`src/rtl/alu_ctr_pkg.sv`:
```
`default_nettype none
// ============================================================================
//  Module   : alu_ctr_pkg
//  Brief    : Shared alu_ctr codes, FSM state encoding and code helpers for
//             the serial execute unit.
//  Revision : 1.0  initial release
// ============================================================================
package alu_ctr_pkg;

    localparam logic [2:0] ALU_AND  = 3'b000;
    localparam logic [2:0] ALU_OR   = 3'b001;
    localparam logic [2:0] ALU_SLT  = 3'b100;
    localparam logic [2:0] ALU_ADD  = 3'b101;
    localparam logic [2:0] ALU_SUB  = 3'b110;
    localparam logic [2:0] ALU_MOVE = 3'b111;

    typedef enum logic [1:0] {
        IDLE    = 2'd0,
        RUN     = 2'd1,
        SLT_FIX = 2'd2,
        DONE    = 2'd3
    } state_t;

    // Codes 010 and 011 have no operation behind them.
    function automatic logic is_illegal(input logic [2:0] ctr);
        return (ctr == 3'b010) || (ctr == 3'b011);
    endfunction

    // SUB and SLT both run the adder with B inverted and a carry-in of one.
    function automatic logic is_subtract(input logic [2:0] ctr);
        return (ctr == ALU_SUB) || (ctr == ALU_SLT);
    endfunction

endpackage : alu_ctr_pkg
`default_nettype wire

```
`src/rtl/alu_digit_slice.sv`:
```
`default_nettype none
// ============================================================================
//  Module   : alu_digit_slice
//  Brief    : Combinational DIGIT-wide slice of the serial ALU. Produces the
//             slice result, the carry out and the carry into the slice MSB
//             (the latter two give signed overflow on the final slice).
//  Revision : 1.0  initial release
// ============================================================================
module alu_digit_slice
    import alu_ctr_pkg::*;
#(
    parameter int DIGIT = 4
) (
    input  logic [DIGIT-1:0] i_a,
    input  logic [DIGIT-1:0] i_b,
    input  logic [2:0]       i_ctr,
    input  logic             i_cin,
    output logic [DIGIT-1:0] o_sum,
    output logic             o_cout,
    output logic             o_cmsb
);

    logic [DIGIT-1:0] w_bx;
    logic [DIGIT:0]   w_add;

    assign w_bx   = is_subtract(i_ctr) ? ~i_b : i_b;
    assign w_add  = {1'b0, i_a} + {1'b0, w_bx} + {{DIGIT{1'b0}}, i_cin};
    assign o_cout = w_add[DIGIT];
    // The MSB sum bit is a ^ b ^ carry-in, so the carry into the MSB falls out
    // of the same adder without a second, narrower add.
    assign o_cmsb = i_a[DIGIT-1] ^ w_bx[DIGIT-1] ^ w_add[DIGIT-1];

    // Select the slice result for the operation in flight.
    always_comb begin
        o_sum = w_add[DIGIT-1:0];
        case (i_ctr)
            ALU_AND:  o_sum = i_a & i_b;
            ALU_OR:   o_sum = i_a | i_b;
            ALU_MOVE: o_sum = i_a;
            default:  o_sum = w_add[DIGIT-1:0];
        endcase
    end

endmodule : alu_digit_slice
`default_nettype wire

```
`src/rtl/alu_ctr_serial_exec.sv`:
```
`default_nettype none
// ============================================================================
//  Module   : alu_ctr_serial_exec
//  Brief    : Multi-cycle EX-stage execute unit. Accepts alu_ctr and operands
//             on a start handshake, evaluates DIGIT bits per cycle LSB first,
//             and returns result/zero/illegal on a result handshake.
//  Revision : 1.0  initial release
// ============================================================================
module alu_ctr_serial_exec
    import alu_ctr_pkg::*;
#(
    parameter int WIDTH = 32,
    parameter int DIGIT = 4
) (
    input  logic             clk,
    input  logic             rst_n,
    input  logic             i_start_valid,
    output logic             o_start_ready,
    input  logic [2:0]       i_alu_ctr,
    input  logic [WIDTH-1:0] i_op_a,
    input  logic [WIDTH-1:0] i_op_b,
    output logic             o_res_valid,
    input  logic             i_res_ready,
    output logic [WIDTH-1:0] o_result,
    output logic             o_zero,
    output logic             o_illegal
);

    localparam int NSLICE = WIDTH / DIGIT;
    localparam int CW     = (NSLICE > 1) ? $clog2(NSLICE) : 1;
    localparam logic [CW-1:0] LAST_CNT = CW'(NSLICE - 1);

    if ((WIDTH % DIGIT) != 0) begin : g_bad_digit
        $error("alu_ctr_serial_exec: DIGIT must divide WIDTH");
    end

    state_t            r_state;
    state_t            w_state_nxt;
    logic [WIDTH-1:0]  r_a;
    logic [WIDTH-1:0]  r_b;
    logic [2:0]        r_ctr;
    logic              r_carry;
    logic [CW-1:0]     r_cnt;
    logic [WIDTH-1:0]  r_acc;
    logic [WIDTH-1:0]  r_result;
    logic              r_zero;
    logic              r_illegal;
    logic              r_slt_bit;

    logic [DIGIT-1:0]  w_sum;
    logic              w_cout;
    logic              w_cmsb;
    logic              w_last;
    logic [WIDTH-1:0]  w_acc_nxt;

    alu_digit_slice #(
        .DIGIT (DIGIT)
    ) u_slice (
        .i_a    (r_a[DIGIT-1:0]),
        .i_b    (r_b[DIGIT-1:0]),
        .i_ctr  (r_ctr),
        .i_cin  (r_carry),
        .o_sum  (w_sum),
        .o_cout (w_cout),
        .o_cmsb (w_cmsb)
    );

    assign w_last = (r_cnt == LAST_CNT);

    // New slices enter at the top of the accumulator so that after the last
    // slice the first one has reached bit 0.
    if (NSLICE == 1) begin : g_acc_single
        assign w_acc_nxt = w_sum;
    end else begin : g_acc_shift
        assign w_acc_nxt = {w_sum, r_acc[WIDTH-1:DIGIT]};
    end

    // State register.
    always_ff @(posedge clk or negedge rst_n) begin
        if (!rst_n) begin
            r_state <= IDLE;
        end else begin
            r_state <= w_state_nxt;
        end
    end

    // Next-state logic.
    always_comb begin
        w_state_nxt = r_state;
        case (r_state)
            IDLE: begin
                if (i_start_valid) begin
                    w_state_nxt = is_illegal(i_alu_ctr) ? DONE : RUN;
                end
            end
            RUN: begin
                if (w_last) begin
                    w_state_nxt = (r_ctr == ALU_SLT) ? SLT_FIX : DONE;
                end
            end
            SLT_FIX: w_state_nxt = DONE;
            DONE: begin
                if (i_res_ready) begin
                    w_state_nxt = IDLE;
                end
            end
            default: w_state_nxt = IDLE;
        endcase
    end

    // Operand shifters, carry chain, accumulator and presented result. The
    // visible result only changes when a complete answer is ready.
    always_ff @(posedge clk or negedge rst_n) begin
        if (!rst_n) begin
            r_a       <= '0;
            r_b       <= '0;
            r_ctr     <= ALU_AND;
            r_carry   <= 1'b0;
            r_cnt     <= '0;
            r_acc     <= '0;
            r_result  <= '0;
            r_zero    <= 1'b0;
            r_illegal <= 1'b0;
            r_slt_bit <= 1'b0;
        end else begin
            case (r_state)
                IDLE: begin
                    if (i_start_valid) begin
                        r_a       <= i_op_a;
                        r_b       <= i_op_b;
                        r_ctr     <= i_alu_ctr;
                        r_carry   <= is_subtract(i_alu_ctr);
                        r_cnt     <= '0;
                        r_acc     <= '0;
                        r_illegal <= is_illegal(i_alu_ctr);
                        if (is_illegal(i_alu_ctr)) begin
                            r_result <= '0;
                            r_zero   <= 1'b1;
                        end
                    end
                end
                RUN: begin
                    r_a       <= r_a >> DIGIT;
                    r_b       <= r_b >> DIGIT;
                    r_carry   <= w_cout;
                    r_cnt     <= r_cnt + 1'b1;
                    r_acc     <= w_acc_nxt;
                    // Signed less-than: sign of the difference corrected by overflow.
                    r_slt_bit <= w_sum[DIGIT-1] ^ w_cmsb ^ w_cout;
                    if (w_last && (r_ctr != ALU_SLT)) begin
                        r_result <= w_acc_nxt;
                        r_zero   <= (w_acc_nxt == '0);
                    end
                end
                SLT_FIX: begin
                    r_result <= {{(WIDTH-1){1'b0}}, r_slt_bit};
                    r_zero   <= ~r_slt_bit;
                end
                default: begin
                end
            endcase
        end
    end

    assign o_start_ready = (r_state == IDLE);
    assign o_res_valid   = (r_state == DONE);
    assign o_result      = r_result;
    assign o_zero        = r_zero;
    assign o_illegal     = r_illegal;

endmodule : alu_ctr_serial_exec
`default_nettype wire

```
`config.mk`:
```
export PLATFORM = sky130hd
export DESIGN_NAME = alu_ctr_serial_exec
export DESIGN_NICKNAME = d
export VERILOG_FILES = /design/src/rtl/alu_ctr_pkg.sv /design/src/rtl/alu_digit_slice.sv /design/src/rtl/alu_ctr_serial_exec.sv
export SDC_FILE = /design/constraint.sdc
export NUM_CORES = 1
export LEC_CHECK = 0
export BUFFER_PORTS_ARGS = -buffer_cell sky130_fd_sc_hd__buf_2
export CORE_AREA = 5 5 109 213
export CTS_CLUSTER_DIAMETER = 100
export DETAILED_ROUTE_END_ITERATION = 10
export DIE_AREA = 0 0 114 218
export GPL_ROUTABILITY_DRIVEN = 0
export SYNTH_ARGS = -nofsm -noshare
export SYNTH_HDL_FRONTEND = slang
export SYNTH_SLANG_ARGS = --single-unit
```
`constraint.sdc`:
```
create_clock -name clk -period 4.1 [get_ports clk]
set_clock_uncertainty 0.2 [all_clocks]
set_input_delay 0.41 -clock clk [delete_from_list [all_inputs] [get_ports clk]]
set_output_delay 0.41 -clock clk [all_outputs]
set_load 0.005 [all_outputs]
```
Word level (Yosys, flattened, before mapping)
Index checks and enable logic that the tools add are counted.
{ "word_totals": {"register_bits": 140, "word_cells": 79, "inputBits": 71, "out_inout_bits": 36} }
{ "classes": {"reduce_logical": 13, "n_bitwise": 8, "n_mux": 26, "n_eq_ne": 18, "add_sub_neg": 3} }
{ "ops": {"columns": ["op", "n"], "rows": [
  ["32-bit 2-to-1 mux", 6],
  ["32-bit one-hot mux with 2 select lines", 3],
  ["32-bit one-hot mux with 3 select lines", 1],
  ["32-bit zero test", 1],
  ["3-bit equality test (second input constant)", 6],
  ["4-bit one-hot mux with 3 select lines", 1],
  ["2-bit 2-to-1 mux", 4],
  ["2-bit one-hot mux with 4 select lines", 1],
  ["3-bit by 2-bit equality test with 1-bit output (second input constant)", 2],
  ["2-bit inequality test (second input constant)", 3],
  ["3-bit one-hot mux with 2 select lines", 1],
  ["4-bit by 4-bit adder with 5-bit output", 1],
  ["5-bit by 1-bit adder with 5-bit output", 1],
  ["1-bit 2-to-1 mux", 5],
  ["4-bit bitwise AND", 1],
  ["2-bit equality test (second input constant)", 2],
  ["4-bit 2-to-1 mux", 1],
  ["2-bit by 1-bit inequality test with 1-bit output (second input constant)", 2],
  ["4-bit inverter", 1],
  ["4-bit OR", 1],
  ["2-bit AND reduction", 2],
  ["4-bit AND reduction", 1],
  ["1-bit XOR", 4],
  ["3-bit by 1-bit adder with 3-bit output (second input constant)", 1],
  ["other kinds (14)", 16]
]} }

Logic depth before layout (Yosys ltp)
{ "depth": {"depth_word": 9, "ltp_mapped": 11, "ltp_nobuf": 10} }

Modules after synthesis
From an unflattened synthesis, not the netlist that was laid out.
{ "hier_totals": {"cells_unflattened": 598, "area_unflattened_um2": 6413.7} }
{ "modules_own_cells": {"columns": ["module", "area_each_um2", "seq_area_each_um2", "n_inst", "cells_per_inst"], "rows": [
  ["alu_ctr_serial_exec", 6052.1, 3403.3, 1, 548],
  ["alu_digit_slice", 361.6, 0.0, 1, 50]
]} }

Least setup slack after synthesis
Ideal clock, no wire load.
{ "synth_path": {"kind": "register -> register", "from": "reg r_ctr[0]", "to": "reg r_zero, in the netlist o_zero", "required_time_ns": 3.805, "stages_incl_launch_ff": 11, "path_slack_ns": 1.460, "synth_period_minus_slack_ns": 2.640, "arrival_ns": 2.344, "n_path_buf": 1, "setup_time_ns": 0.095, "path_cell_list": "dfrtp_1 nand2b_1 buf_2 xor2_1 fa_1 inv_1 fa_1 mux2_4 a21oi_2 nand4b_1 o31ai_1"} }
{ "synth_via": {"elab_chain_len": 9, "word_cells_on_any_way": 17, "classes_between": "add/sub (2); eq/ne (6); mux (4); reduce/logical (5)"} }
{ "synth_lines": {"columns": ["item", "line_no", "rtl"], "rows": [
  ["start: declaration", "alu_ctr_serial_exec.sv:41", "logic [2:0] r_ctr;"],
  ["start signal: assignment", "alu_ctr_serial_exec.sv:131", "r_ctr <= i_alu_ctr;"],
  ["3-bit equality test", "alu_ctr_pkg.sv:31", "return (ctr == ALU_SUB) || (ctr == ALU_SLT);"],
  ["1-bit logical OR", "alu_ctr_pkg.sv:31", null],
  ["4-bit 2-to-1 mux", "alu_digit_slice.sv:26", "assign w_bx = is_subtract(i_ctr) ? ~i_b : i_b;"],
  ["4-bit by 4-bit adder with 5-bit output", "alu_digit_slice.sv:27", "assign w_add = {1'b0, i_a} + {1'b0, w_bx} + {{DIGIT{1'b0}}, i_cin};"],
  ["5-bit by 1-bit adder with 5-bit output", "alu_digit_slice.sv:27", null],
  ["4-bit one-hot mux with 3 select lines", "alu_digit_slice.sv:36", "case (i_ctr)"],
  ["32-bit zero test", "alu_ctr_serial_exec.sv:152", "r_zero <= (w_acc_nxt == '0);"],
  ["1-bit 2-to-1 mux", "alu_ctr_serial_exec.sv:150", "if (w_last && (r_ctr != ALU_SLT)) begin"],
  ["1-bit one-hot mux with 3 select lines", "alu_ctr_serial_exec.sv:126", "case (r_state)"],
  ["end signal: assignment", "alu_ctr_serial_exec.sv:152", null],
  ["end signal: assignment", "alu_ctr_serial_exec.sv:157", "r_zero <= ~r_slt_bit;"],
  ["end: declaration", "alu_ctr_serial_exec.sv:46", "logic r_zero;"]
]} }
Parallel ways exist; a longest one is shown, timed or not. The select of a mux whose other input is x is not followed.
A chain may end at the register's enable or synchronous reset.

Final worst setup path
Same ends and word-level chain as after synthesis.

==> impl_metrics.py <==
metrics = {
    "clocking": {
        "htree_levels": 4,
        "clk_pin_slew_ps": 60,
        "cts_sinks": 136,
        "cts_tree": "yes",
        "cts-resized-gates": 0,
        "cts_root_buf": "clkbuf_16",
        "post_cts_buffers": 0,
        "clock_path_buffers": 2,
        "insertion_delay_ps": 430,
        "numCtsBuffers": 17,
    },
    "floorplan": {
        "start_util_pct": 29.4,
        "io_pins": 107,
        "die_area_mm2": 0.0249,
        "die_width_um": 114,
        "rows": 76,
        "core_mm2": 0.0214,
        "die_h_um": 218,
    },
    "place": {
        "dp_cells": 951,
        "dp_hpwl_um": 11300,
        "port_buffers": 106,
    },
    "synth": {
        "synthXorXnorAreaFrac_pct": 0.837,
        "synth_ff_type": "dfrtp_1",
        "syn_area_mm2": 0.00628,
        "synth_mux_area_share_pct": 10.2,
        "synthAdderAreaFrac_pct": 2.77,
        "synth-simple-area-share_pct": 11.6,
        "ys_seq_area_share_pct": 54.2,
        "synth_async_sr_flop_share_pct": 100,
        "ys_seq_elements": 136,
        "syn_inst": 609,
        "synthDistinctLibCells": 53,
        "synth_compound_area_share_pct": 16.5,
        "synth_edf_count": 0,
        "syn_avg_cell_area_um2": 10.3,
        "ys_warn_count": 0,
        "synth_top_family_by_area": "compound AO/OA/AOI/OAI gates",
        "syn_nets": 691,
    },
    "global_route": {
        "grtUsageTotal_pct": 13.6,
        "grt_pass1_vias": 4840,
        "grt_pass1_wl_um": 26000,
        "grt_start_max_net_pins": 92,
        "globalRoute.totalOverflow": 0,
        "antenna_found_initial": 2,
    },
    "sta": {
        "max_freq_mhz": 310,
        "finalCriticalPeriod_ps": 3220,
        "drv_slew": 0,
        "slew_headroom_pct": 29.3,
        "finalSetupTns_ps": 0,
        "tightestPinTransition_ps": 1060,
        "period_share_pct": 78.6,
        "setup_viol": 0,
        "fin_hold_ws_ps": 41.0,
        "rsz0062_at_grt": "false",
        "finalHoldViolCount": 0,
    },
    "critical_path": {
        "worst-path-max-fanout": 11,
        "worst-setup-path-type": "flip-flop to flip-flop",
        "critPathRequiredTime_ps": 4190,
        "arrival_ps": 3310,
        "rr_startpoint": "r_ctr[0]",
        "cp-startpoint": "r_ctr[0]",
        "crit_chain": "nand2b_1 -> xor2_1 -> fa_1 -> inv_1 -> fa_1 -> xor2_1 -> o22ai_1 -> a211oi_1 -> o31ai_1",
        "cp-end-kind": "flip-flop",
        "critical-path-max-stage-delay_ps": 560,
        "crit_path_top_delay_cell": "a211oi_1",
        "cp-start-kind": "flip-flop",
    },
    "drt": {
        "drtIter0Drc": 162,
        "routed_via_density": 4.74,
        "finalWirelength_um": 16000,
        "routed-via-count": 4671,
        "drt_pass1_iterations": 4,
        "antenna_left": 0,
        "drc_errors": 0,
        "wl_per_cell_um": 16.2,
    },
    "power": {
        "power.density_mw_per_mm2": 900,
        "p_leak_nw": 3.63,
        "vdd_drop_max_v": 0.000347,
        "power_mw": 6.90,
    },
    "finish": {
        "fill_cells": 2216,
        "syn2layout_area_growth_pct": 22.1,
        "final_core_utilization_pct": 35.9,
        "drive_above_1_share_pct": 22.1,
        "nets": 780,
        "final_cells": 986,
    },
    "flow_run": {
        "drv_cap": 0,
    },
    "min_path": {
        "min_from": "i_alu_ctr[0]",
        "hold_path_class": "primary input to flip-flop",
    },
    "status": {
        "status": "complete, no violations",
    },
}
[metrics by stage]
step / cell area [um^2] / setup slack (ps)
global route: 7670 / 597
finish: 7670 / 876
floorplan: 6280 / 1460
detailed placement: 7040 / 861
global placement: 7040 / 905
CTS: 7670 / 816
[timing repair]
action | in CTS | in global routing
hold buffers | 1 | 0
endpoints found under the hold margin | 89 | 0
setup endpoints to repair | 0 | 0
[report_power, final]
group          switching [mW]  internal, mW  leakage, nW  total [mW]
Combinational            1.69          1.19         1.56        2.87
Clock                   0.640         0.967        0.307        1.61
Sequential              0.490          1.93         1.76        2.42
[routing by layer]
metal / up-vias / GRT usage (%) / wire length (um)
li1: 2315 / - / -
met1: 2239 / 14.5 / 5940
met2: 96 / 24.8 / 9040
met3: 21 / 3.55 / 643
met4: 0 / 5.91 / 379
met5: - / 0 / 0
[synthesized netlist by cell type, drive strengths merged (3+ instances only)]
cell / instances / area (um^2)
dfrtp: 136 / 3400
nand2: 127 / 477
o21ai: 99 / 499
mux2i: 59 / 591
a22o: 34 / 299
buf: 31 / 160
clkbuf: 12 / 47.6
inv: 11 / 41.3
nor2: 11 / 43.8
a31oi: 10 / 62.6
ha: 9 / 113
nor2b: 9 / 56.3
a21oi: 7 / 38.8
nor4: 5 / 31.3
mux2: 4 / 48.8
o31ai: 4 / 30.0
nand2b: 3 / 18.8
xnor2: 3 / 26.3
xor2: 3 / 26.3
[registers in the layout, indices dropped and copies added (netlist names)]
name and count:
o_illegal 1, o_result 32, o_zero 1, r_a 32, r_acc 28, r_b 32, r_carry 1, r_cnt 3
r_ctr 3, r_slt_bit 1, r_state 2
[worst max-delay path, delay by kind of cell (launching register included)]
| family | cells | cell delay (ps) |
|---|---|---|
| simple gates | 1 | 410 |
| fa+ha+maj | 2 | 640 |
| buf+inv | 1 | 60 |
| compound gates | 3 | 820 |
| xor+xnor | 2 | 420 |
| flops | 1 | 530 |
[layout make-up]
class                   count  area [um^2]  share of cell area (%)
flip-flops and latches    136         3400                    44.4
multi-input cells         419         2660                    34.6
diodes                      2         5.00                  0.0652
well taps                 273          342                    4.45
clock buffers              20          467                    6.08
inverters                  11         41.3                   0.538
repair buffers            113          604                    7.88
clock inverters            12          153                    1.99
[cells in the final DEF (no fill, tap or decap), types with 4 or more instances in the layout]
master	count
buf_4	5
nor2_1	10
inv_6	7
a31oi_1	10
o31ai_1	4
nor4_1	5
a22o_1	33
a21oi_1	6
clkbuf_16	17
mux2i_1	59
nor2b_1	9
buf_2	105
nand2_1	127
dfrtp_1	136
inv_1	10
o21ai_0	98
ha_1	8
[cells by family (layout without fill, tap and decap cells)]
kind of cell,Yosys count,after routing
flip-flops,136,136
AO/OA/AOI/OAI,167,167
buffers and inverters,54,156
multiplexers,63,63
other,0,2
AND/OR/NAND/NOR,170,170
adder cells (fa/ha/maj),13,13
XOR/XNOR,6,6
[final timing paths]
check                                    end  slack, ps  depth (start not counted)
worst max-delay path                  o_zero        880                          9
worst min-delay path                r_ctr[0]         40                          2
worst max register to register        o_zero        880                          9
worst min register to register  o_result[26]        270                          2
max in group asynchronous           r_cnt[2]       2500                          3
min in group asynchronous            r_b[27]        420                          2
(Power assumes the default switching activity.)
